### config.mk
export PLATFORM = sky130hd
export DESIGN_NAME = cache_fill_fsm
export DESIGN_NICKNAME = d
export VERILOG_FILES = /design/src/rtl/cache_fill_fsm.sv
export SDC_FILE = /design/constraint.sdc
export NUM_CORES = 1
export LEC_CHECK = 0
export BUFFER_PORTS_ARGS = -buffer_cell sky130_fd_sc_hd__buf_2
export CAP_MARGIN = 20
export CORE_ASPECT_RATIO = 2
export CORE_MARGIN = 4
export CORE_UTILIZATION = 44
export CTS_CLUSTER_DIAMETER = 60
export CTS_CLUSTER_SIZE = 24
export DETAILED_ROUTE_END_ITERATION = 6
export GPL_TIMING_DRIVEN = 0
export HOLD_SLACK_MARGIN = 0.02
export PLACE_DENSITY = 0.84
export SLEW_MARGIN = 20
export SYNTH_ARGS = -nofsm -noshare
export SYNTH_HDL_FRONTEND = slang
export SYNTH_SLANG_ARGS = --single-unit
### constraint.sdc
create_clock -name clk -period 2.35 [get_ports clk]
set_clock_uncertainty 0.1 [all_clocks]
set_input_delay 0.47 -clock clk [delete_from_list [all_inputs] [get_ports clk]]
set_output_delay 0.47 -clock clk [all_outputs]
set_load 0.1 [all_outputs]
### src/rtl/cache_fill_fsm.sv
// -----------------------------------------------------------------------------
// cache_fill_fsm
//
// Block-fill controller for a cache with 16-byte lines (8 x 16-bit words).
// On a miss it latches the block base address, issues eight word reads to main
// memory (stalling whenever the arbiter withholds mem_grant), and writes each
// returning word into the data array. The tag/valid array is written with the
// eighth returned word, and fill_done pulses in that same cycle.
//
// Ports
//   clk                in   system clock, rising edge
//   rst_n              in   asynchronous active-low reset
//   miss_detected      in   cache miss, held by the cache until fill_done
//   miss_address[15:0] in   byte address of the miss, sampled on leaving IDLE
//   mem_grant          in   arbiter permission to use main memory this cycle
//   memory_data_valid  in   main memory read data valid
//   memory_data[15:0]  in   main memory read data
//   fsm_busy           out  fill in progress (pipeline stall)
//   mem_read           out  memory read request / arbiter request
//   memory_address[15:0] out word address being requested
//   write_data_array   out  data array write strobe
//   word_index[2:0]    out  word slot for the data array write
//   data_out[15:0]     out  data array write data (memory_data passthrough)
//   write_tag_array    out  tag/valid array write strobe (one-cycle pulse)
//   fill_done          out  block fill complete (one-cycle pulse)
// -----------------------------------------------------------------------------
module cache_fill_fsm (
  input  logic        clk,
  input  logic        rst_n,
  input  logic        miss_detected,
  input  logic [15:0] miss_address,
  input  logic        mem_grant,
  input  logic        memory_data_valid,
  input  logic [15:0] memory_data,
  output logic        fsm_busy,
  output logic        mem_read,
  output logic [15:0] memory_address,
  output logic        write_data_array,
  output logic [2:0]  word_index,
  output logic [15:0] data_out,
  output logic        write_tag_array,
  output logic        fill_done
);

  localparam logic [1:0] IDLE       = 2'd0;
  localparam logic [1:0] WAIT_GRANT = 2'd1;
  localparam logic [1:0] FILL       = 2'd2;

  logic [1:0]  state,     next_state;
  logic [15:0] base,      next_base;
  // issue_cnt counts accepted reads 0..8; bit 3 set means all issued.
  logic [3:0]  issue_cnt, next_issue_cnt;
  logic [2:0]  recv_cnt,  next_recv_cnt;

  assign data_out = memory_data;

  always_comb begin
    // NOTE: every output and next-state term gets a default here so that no
    // path through the case statement leaves a value unassigned (no latches).
    next_state       = state;
    next_base        = base;
    next_issue_cnt   = issue_cnt;
    next_recv_cnt    = recv_cnt;
    fsm_busy         = 1'b1;
    mem_read         = 1'b0;
    memory_address   = 16'h0000;
    write_data_array = 1'b0;
    word_index       = 3'd0;
    write_tag_array  = 1'b0;
    fill_done        = 1'b0;

    case (state)
      IDLE: begin
        // Combinational busy stalls the pipeline in the miss cycle itself.
        fsm_busy = miss_detected;
        if (miss_detected) begin
          next_state     = WAIT_GRANT;
          next_base      = miss_address & 16'hFFF0;
          next_issue_cnt = 4'd0;
          next_recv_cnt  = 3'd0;
        end
      end

      WAIT_GRANT: begin
        mem_read       = 1'b1;
        memory_address = base;
        if (mem_grant) begin
          next_issue_cnt = 4'd1;
          next_state     = FILL;
        end
      end

      FILL: begin
        // Issue side: keep requesting until eight reads have been accepted;
        // a withheld grant just holds the current address.
        if (!issue_cnt[3]) begin
          mem_read       = 1'b1;
          memory_address = base + {12'd0, issue_cnt[2:0], 1'b0};
          if (mem_grant) begin
            next_issue_cnt = issue_cnt + 4'd1;
          end
        end

        // Receive side runs independently of the issue side.
        if (memory_data_valid) begin
          write_data_array = 1'b1;
          word_index       = recv_cnt;
          next_recv_cnt    = recv_cnt + 3'd1;
          if (recv_cnt == 3'd7) begin
            write_tag_array = 1'b1;
            fill_done       = 1'b1;
            next_state      = IDLE;
          end
        end
      end

      default: begin
        // Unreachable encoding: recover to IDLE without strobing anything.
        fsm_busy   = miss_detected;
        next_state = IDLE;
      end
    endcase
  end

  // NOTE: sequential state uses non-blocking assignments so every register
  // samples the pre-edge values computed by the combinational block.
  always_ff @(posedge clk or negedge rst_n) begin
    if (!rst_n) begin
      state     <= IDLE;
      base      <= 16'h0000;
      issue_cnt <= 4'd0;
      recv_cnt  <= 3'd0;
    end else begin
      state     <= next_state;
      base      <= next_base;
      issue_cnt <= next_issue_cnt;
      recv_cnt  <= next_recv_cnt;
    end
  end

endmodule

Yosys cells after proc, flatten, opt, wreduce, memory -nomap -nowiden

Index checks and enable logic that the tools add are counted.

Bits of input ports: 37
Word-level logic and storage cells: 51
Output and inout bits: 40
Register bits: 21

Equality and inequality tests: 9
Add/sub/neg operators: 3
Multiplexer cells: 25
Reduce and logical (&&, ||, !) cells: 9

Operator list:

| kind                                          | number |
|---|---|
| case mux 16 bit (2 select lines)              | 1 |
| adder 16 x 4 -> 16 bit                        | 1 |
| 2-to-1 mux 16 bit                             | 1 |
| 2-to-1 mux 4 bit                              | 4 |
| 2-to-1 mux 3 bit                              | 4 |
| != test 2 bit, second input constant          | 6 |
| case mux 4 bit (3 select lines)               | 1 |
| 2-to-1 mux 2 bit                              | 4 |
| 2-to-1 mux 1 bit                              | 7 |
| case mux 2 bit (3 select lines)               | 1 |
| case mux 3 bit (2 select lines)               | 1 |
| AND reduction 3 bit                           | 2 |
| AND reduction 5 bit                           | 1 |
| adder 4 x 1 -> 4 bit, second input constant   | 1 |
| AND reduction 4 bit                           | 1 |
| adder 3 x 1 -> 3 bit, second input constant   | 1 |
| == test 3 bit, second input constant          | 1 |
| nonzero test 3 bit                            | 1 |
| == test 2 x 1 -> 1 bit, second input constant | 1 |
| == test 2 bit, second input constant          | 1 |
| zero test 2 bit                               | 1 |
| case mux 1 bit (2 select lines)               | 1 |
| AND reduction 2 bit                           | 1 |
| nonzero test 2 bit                            | 1 |
| OR reduction 2 bit                            | 1 |

Longest topological paths before layout

Gate-level depths: netlist of run 1.

Depth after elaboration: 4
Gate-level depth with buffers: 7
Depth with buffers taken out: 6

Worst setup path before layout of run 1

No wires, ideal clock.

Kind: register -> output
From: reg state[0]
To: out memory_address[10]
Stages on the path, launching flop included: 7
Data arrival time: 2,962 ps
Slack: -1,182 ps
Buffers on the path: 1
Data required time: 1,780 ps
Cells stage by stage: dfrtp_1 -> inv_1 -> ha_1 -> nor2b_1 -> o21a_1 -> clkbuf_1 -> and2_1

Word-level cells in the longest chain between the ends: 2
Elaborated cells between the ends (all ways): 3
Classes of those cells: 2 x eq/ne; 1 x mux

Ends and longest elaborated chain:

| item                                                    | line | source |
|---|---|---|
| start: declaration                                      | 49   | `logic [1:0] state, next_state;` |
| start signal: assignment                                | 134  | `state <= next_state;` |
| == test 2 bit or == test 2 x 1 -> 1 bit (tied branches) | 72   | `case (state)` |
| case mux 16 bit (2 select lines) (*)                    | 72   |  |
| end: declaration                                        | 37   | `output logic [15:0] memory_address,` |

Every way passes the cells marked *; elsewhere a longest branch is shown, timed or not.

Final worst setup path of run 1

From: reg state[1]
To: out fsm_busy

Word-level cells in the longest chain between the ends: 3
Elaborated cells between the ends (all ways): 4
Classes of those cells: 2 x eq/ne; 1 x mux; 1 x reduce/logical

Ends and longest elaborated chain:

| item                                                    | line | source |
|---|---|---|
| == test 2 bit or == test 2 x 1 -> 1 bit (tied branches) | 72   |  |
| OR reduction 2 bit (no line) (*)                        | n/a  |  |
| 2-to-1 mux 1 bit (*)                                    | 72   |  |
| end: declaration                                        | 35   | `output logic fsm_busy,` |

Marked as above.

==> impl_metrics.json, run 1 <==
{
  "die_area_mm2": 0.00415,
  "leakagePower_nw": 1.05,
  "worstRegToRegCells": 7,
  "arrival_ns": 1.79,
  "ys_async_sr_fraction": 1.00,
  "grt_antenna_before_repair": 0,
  "syn_nets": 188,
  "vias_per_cell": 5.23,
  "port_buffers": 55,
  "failed_checks": "negative setup slack",
  "p_int_mw": 1.43,
  "p_clk_frac": 0.077,
  "dieWidth_um": 47.6,
  "hp-class": "in2async",
  "yosys.cell_types.count": 34,
  "instances_no_fill": 235,
  "rows": 28,
  "syn-mean-instance-area_um2": 9.71,
  "finalPower_mw": 3.14,
  "combPwrFrac": 0.729,
  "start_kind": "flip-flop",
  "core_mm2": 0.00298,
  "cp_slowest_stage_delay_ns": 0.42,
  "initial_core_util": 0.463,
  "place_congestion": 0.775,
  "hpwl_um": 2440,
  "grt-ovfl-total": 0,
  "die_h_um": 87.2,
  "synth_common_cells": "dfrtp_1, buf_4, and2_1",
  "critPathKind": "reg2out",
  "cts_tree": "done",
  "setup_viol": 1,
  "switchingPower_mw": 1.71,
  "endpoint_kind": "output pin",
  "io_pins": 77,
  "dp_cells": 227,
  "max_freq_mhz": 424,
  "clock-sinks": 21,
  "synth_edf_count": 0,
  "cts-htree-levels": 1,
  "syn_inst": 142,
  "drc_errors": 0,
  "grt_pass1_wl_um": 5620,
  "ant_nets": 0,
  "drt_iter0_drc": 16,
  "insertion_delay_ns": 0.27,
  "vias": 1230,
  "peakVddDrop_mv": 1.07,
  "timing_hold_violations_final": 0,
  "num_antenna_cells": 0,
  "timing.final.max_slew_violations": 0,
  "maxCapViolCount": 0,
  "rsz0062_at_grt": "yes",
  "cts_made_buffers": 3,
  "wl_um": 3690,
  "path_clk_slew_ns": 0.08,
  "seq_power_share": 0.194,
  "status": "finished with violations",
  "synth_top_area_share": 0.381,
  "grt_pass1_vias": 1299,
  "grtUsageTotal": 0.186,
  "avgRoutedWirePerCell_um": 15.7,
  "root_buffer": "clkbuf_8",
  "synth_top_cell_by_area": "dfrtp_1",
  "yosys_warnings": 0,
  "ys_seq_area_frac": 0.381,
  "synth_area_mm2": 0.00138,
  "period_share": 1.00,
  "ys_seq_elements": 21,
  "required_ns": 1.78,
  "switching_share": 0.543,
  "pre_cts_ws_ns": -0.273,
  "drive_above_1_share": 0.551,
  "synth.most_common_cell": "dfrtp_1",
  "cts_buffer_depth": 2,
  "slowest_stage": "dfrtp_1",
  "synthTopCellsByArea": "dfrtp_1, buf_4, ha_1",
  "cts_hold_buf": 0,
  "synthToLayoutAreaGrowth_pct": 47.9,
  "layout_setup_ws_ns": -0.00783,
  "worst-path-max-fanout": 10,
  "ys.flop_type": "dfrtp_1",
  "nNetsFinal": 252,
  "power_density_mw_per_mm2": 1540,
  "path_cells": "inv_2 > ha_1 > clkbuf_4 > or2_2 > buf_6",
  "finalCriticalPeriod_ns": 2.36,
  "grt_max_degree": 22,
  "dr.pass1.iters": 4
}
flip-flops by register name, summed over array words and instances (netlist names):
name       cells
recv_cnt       3
state          2
base          12
issue_cnt      4
layout by cell type, fill, tap and decap left out, types with 2 or more instances in the layout:
cell | synthesis | routed
nand3_1 | 3 | 3
a211o_1 | 2 | 2
nor2_1 | 5 | 5
ha_1 | 9 | 7
nand2_1 | 9 | 9
nand3b_1 | 2 | 2
mux2_1 | 10 | 10
a2bb2oi_1 | 3 | 3
and3_2 | 0 | 3
and2_4 | 0 | 9
mux2_2 | 2 | 2
dfrtp_1 | 21 | 21
a22oi_1 | 2 | 2
and2_2 | 0 | 3
o21ai_0 | 7 | 7
buf_6 | 0 | 6
buf_2 | 2 | 38
clkbuf_8 | 0 | 3
buf_8 | 0 | 2
buf_12 | 0 | 9
nand4_1 | 2 | 2
inv_2 | 0 | 2
inv_1 | 9 | 7
buf_4 | 18 | 25
critical path, delay by kind of cell, from the launching register on:
kind	cells	cell delay, ns
AND/OR/NAND/NOR	1	0.31
adder cells (fa/ha/maj)	1	0.32
flip-flops	1	0.42
buffers and inverters	3	0.46
metrics by stage:
step	util	hold WS, ns	TNS, ns	instance area [um2]
5_1_grt	0.685	0.103	-0.198	2040
2_1_floorplan	-	0.0744	-1.09	1430
6_report	0.685	0.0588	-0.00783	2040
4_1_cts	0.674	0.0707	-0.0130	2010
3_5_place_dp	0.584	0.356	-3.16	1740
3_3_place_gp	0.584	0.352	-2.90	1740
cells by family (layout without fill, tap and decap cells):
family	Yosys count	in the layout	share of synthesized area
AND/OR/NAND/NOR	44	44	0.174
multiplexers	12	12	0.0980
other	1	1	0.00272
adder cells (fa/ha/maj)	9	9	0.0817
buffers and inverters	32	95	0.138
flip-flops	21	21	0.381
AO/OA/AOI/OAI	23	23	0.124
what timing repair did:
action,4_1_cts,5_1_grt
setup buffers,1,2
gates resized for setup,59,6
pin swaps,0,2
endpoints found under the setup margin,23,18
gates cloned,1,0
per-layer routing:
metal	GRT usage	wire length, um
met1	0.197	1310
met4	0.0882	60
met3	0.0186	161
met2	0.337	2150
met5	0	0
layout make-up:
type	instances	area, um2
multi-input cells	89	728
fillers	223	938
plain buffers	23	176
inverters	9	33.8
clock buffers	3	41.3
repair buffers	59	492
clock inverters	1	5.00
flip-flops and latches	21	526
well taps	30	37.5
power groups by stage:
stage / clock network [mW] / registers [mW] / logic [mW]
after floorplan: 0 / 0.578 / 1.60
after global placement: 0 / 0.594 / 1.82
after detailed placement: 0 / 0.604 / 1.84
after CTS: 0.246 / 0.597 / 2.23
after global routing: 0.256 / 0.626 / 2.40
final: 0.243 / 0.610 / 2.29
final timing paths:
| kind | slack, ns | to | from |
|---|---|---|---|
| worst max-delay path | -0.008 | fsm_busy | state[1] |
| worst max register to register | 0.35 | issue_cnt[2] | state[1] |
| worst min register to register | 0.39 | base[14] | base[14] |
| min in group clk | 0.32 | base[14] | miss_address[14] |
| max in group asynchronous | 1.76 | issue_cnt[1] | rst_n |
| worst min-delay path | 0.06 | base[11] | rst_n |
Power figures use the tool's default switching activity.
==> run 2, diff against run 1 <==
--- a/config.mk
+++ b/config.mk
@@ -9,13 +9,13 @@
 export CAP_MARGIN = 20
 export CORE_ASPECT_RATIO = 2
 export CORE_MARGIN = 4
-export CORE_UTILIZATION = 44
+export CORE_UTILIZATION = 40
 export CTS_CLUSTER_DIAMETER = 60
 export CTS_CLUSTER_SIZE = 24
 export DETAILED_ROUTE_END_ITERATION = 6
 export GPL_TIMING_DRIVEN = 0
 export HOLD_SLACK_MARGIN = 0.02
-export PLACE_DENSITY = 0.84
+export PLACE_DENSITY = 0.77
 export SLEW_MARGIN = 20
 export SYNTH_ARGS = -nofsm -noshare
 export SYNTH_HDL_FRONTEND = slang
==> run 2 against run 1 <==
- clock-buffer cell count unchanged
- largest power group unchanged
- clock power decreased by 2%
- the flow still finishes with violations (negative setup slack)
- die area increased by 8.7%
- cell count increased by 2.1%
- hold slack got worse by 0.0098 ns
- combinational power increased by 7%
- critical endpoint is now memory_address[5]
- sequential share of layout area decreased by 1.2 points
- register-to-register slack got worse by 0.04 ns
- utilization decreased by 2.2 points
==> impl_metrics.json, run 2 (same netlist as run 1, synthesis figures left out) <==
{
  "path_cells": "buf_6 > ha_4 > nor2b_4 > o21a_4 > clkbuf_16 > and2_4 > buf_12",
  "num_antenna_cells": 0,
  "grt-ovfl-total": 0,
  "io_pins": 77,
  "maxCapViolCount": 0,
  "finalPower_mw": 3.29,
  "clock-sinks": 21,
  "path_clk_slew_ns": 0.08,
  "finalCriticalPeriod_ns": 2.38,
  "synthToLayoutAreaGrowth_pct": 55.2,
  "largest_register_ffs": 12,
  "worst-slew-pin-transition_ns": 0.561,
  "max_slew_margin": 0.626,
  "hpwl_um": 2440,
  "final_common_cell": "buf_2",
  "die_h_um": 91.0,
  "wl_um": 3630,
  "regMostFlops": "base",
  "period_share": 1.01,
  "drt_iter0_drc": 15,
  "cpLargestDelayFamily": "buffers and inverters",
  "place_congestion": 0.772,
  "cts_tree": "done",
  "instances_no_fill": 240,
  "insertion_delay_ns": 0.27,
  "arrival_ns": 1.81,
  "timing_hold_violations_final": 0,
  "max_freq_mhz": 420,
  "dp_cells": 228,
  "endpoint_kind": "output pin",
  "root_buffer": "clkbuf_8",
  "failed_checks": "negative setup slack",
  "rows": 29,
  "path_buf_inv": 3,
  "required_ns": 1.78,
  "initial_core_util": 0.427,
  "layout_setup_ws_ns": -0.0299,
  "rsz0062_at_grt": "yes",
  "power_density_mw_per_mm2": 1540,
  "worst-path-max-fanout": 5,
  "nNetsFinal": 256,
  "dieWidth_um": 49.5,
  "slowest_stage": "dfrtp_1",
  "hp-class": "in2async",
  "port_buffers": 55,
  "avgRoutedWirePerCell_um": 15.1,
  "grt_antenna_before_repair": 0,
  "grtUsageTotal": 0.164,
  "start_kind": "flip-flop",
  "cp_slowest_stage_delay_ns": 0.44,
  "grt_max_degree": 22,
  "leakagePower_nw": 1.08,
  "ant_nets": 0,
  "cts-htree-levels": 1,
  "grt_pass1_wl_um": 5810,
  "cts_hold_buf": 0,
  "dr.pass1.iters": 4,
  "drive_above_1_share": 0.560,
  "vias_per_cell": 5.10,
  "die_area_mm2": 0.00451,
  "status": "finished with violations",
  "vias": 1224,
  "timing.final.max_slew_violations": 0,
  "final_cell_mix": "buf_2, buf_4, dfrtp_1",
  "tns_ns": -0.212,
  "setup_viol": 11,
  "largestRegisters": "base x12, issue_cnt x4, recv_cnt x3",
  "drc_errors": 0,
  "grt_pass1_vias": 1255,
  "core_mm2": 0.00323,
  "cts_made_buffers": 3,
  "peakVddDrop_mv": 0.912,
  "critPathKind": "reg2out",
  "cts_buffer_depth": 2
}
run 2: layout make-up:
type	count	area, um2
Clock buffer	3	41.3
Timing Repair Buffer	63	587
Inverter	9	33.8
Buffer	23	176
Clock inverter	1	5.00
Fill cell	242	1090
Tap cell	31	38.8
Sequential cell	21	526
Multi-Input combinational cell	89	732
run 2: worst paths after layout:
kind | start | endpoint | slack (ns) | cells past startpoint
hold / removal | rst_n | base[9] | 0.05 | 1
setup reg to reg | state[1] | issue_cnt[0] | 0.31 | 7
min in group clk | miss_address[11] | base[11] | 0.31 | 2
hold reg to reg | base[12] | base[12] | 0.40 | 1
max in group asynchronous | rst_n | base[14] | 1.78 | 1
setup / recovery | state[1] | memory_address[5] | -0.03 | 7
run 2: metal layers:
metal,GRT usage,share of wire,wire length [um]
met3,0.0180,0.056,205
met4,0.0785,0.017,62
met2,0.316,0.58,2110
met5,0,0,0
met1,0.170,0.34,1250
run 2: stage by stage:
step	hold WS [ns]	instance area, um2	util	setup slack [ns]
after detailed placement	0.351	1740	0.539	-0.310
after CTS	0.0658	2080	0.643	-0.0478
final	0.0489	2140	0.663	-0.0299
after global routing	0.0871	2140	0.663	-0.0759
after floorplan	0.0744	1430	-	-0.363
after global placement	0.347	1740	0.539	-0.287
run 2: timing repair:
action / in CTS / in global routing
cloned: 0 / 1
pin swaps: 2 / 7
setup endpoints to repair: 23 / 22
buffers inserted: 6 / 1
endpoints found under the hold margin: 0 / 0
gates resized for setup: 68 / 17
run 2: power breakdown:
part / internal, mW / leakage [nW] / switching, mW
Combinational: 0.944 / 0.796 / 1.50
Clock: 0.118 / 0.0255 / 0.120
Sequential: 0.507 / 0.262 / 0.0969
run 2: worst register-to-register path, cell delays in order (launching register included):
cell and delay, ns:
dfrtp_1 0.43, inv_2 0.09, ha_1 0.26, nor2b_2 0.22
a211o_1 0.22, buf_2 0.17, o41ai_1 0.35, a211o_1 0.14
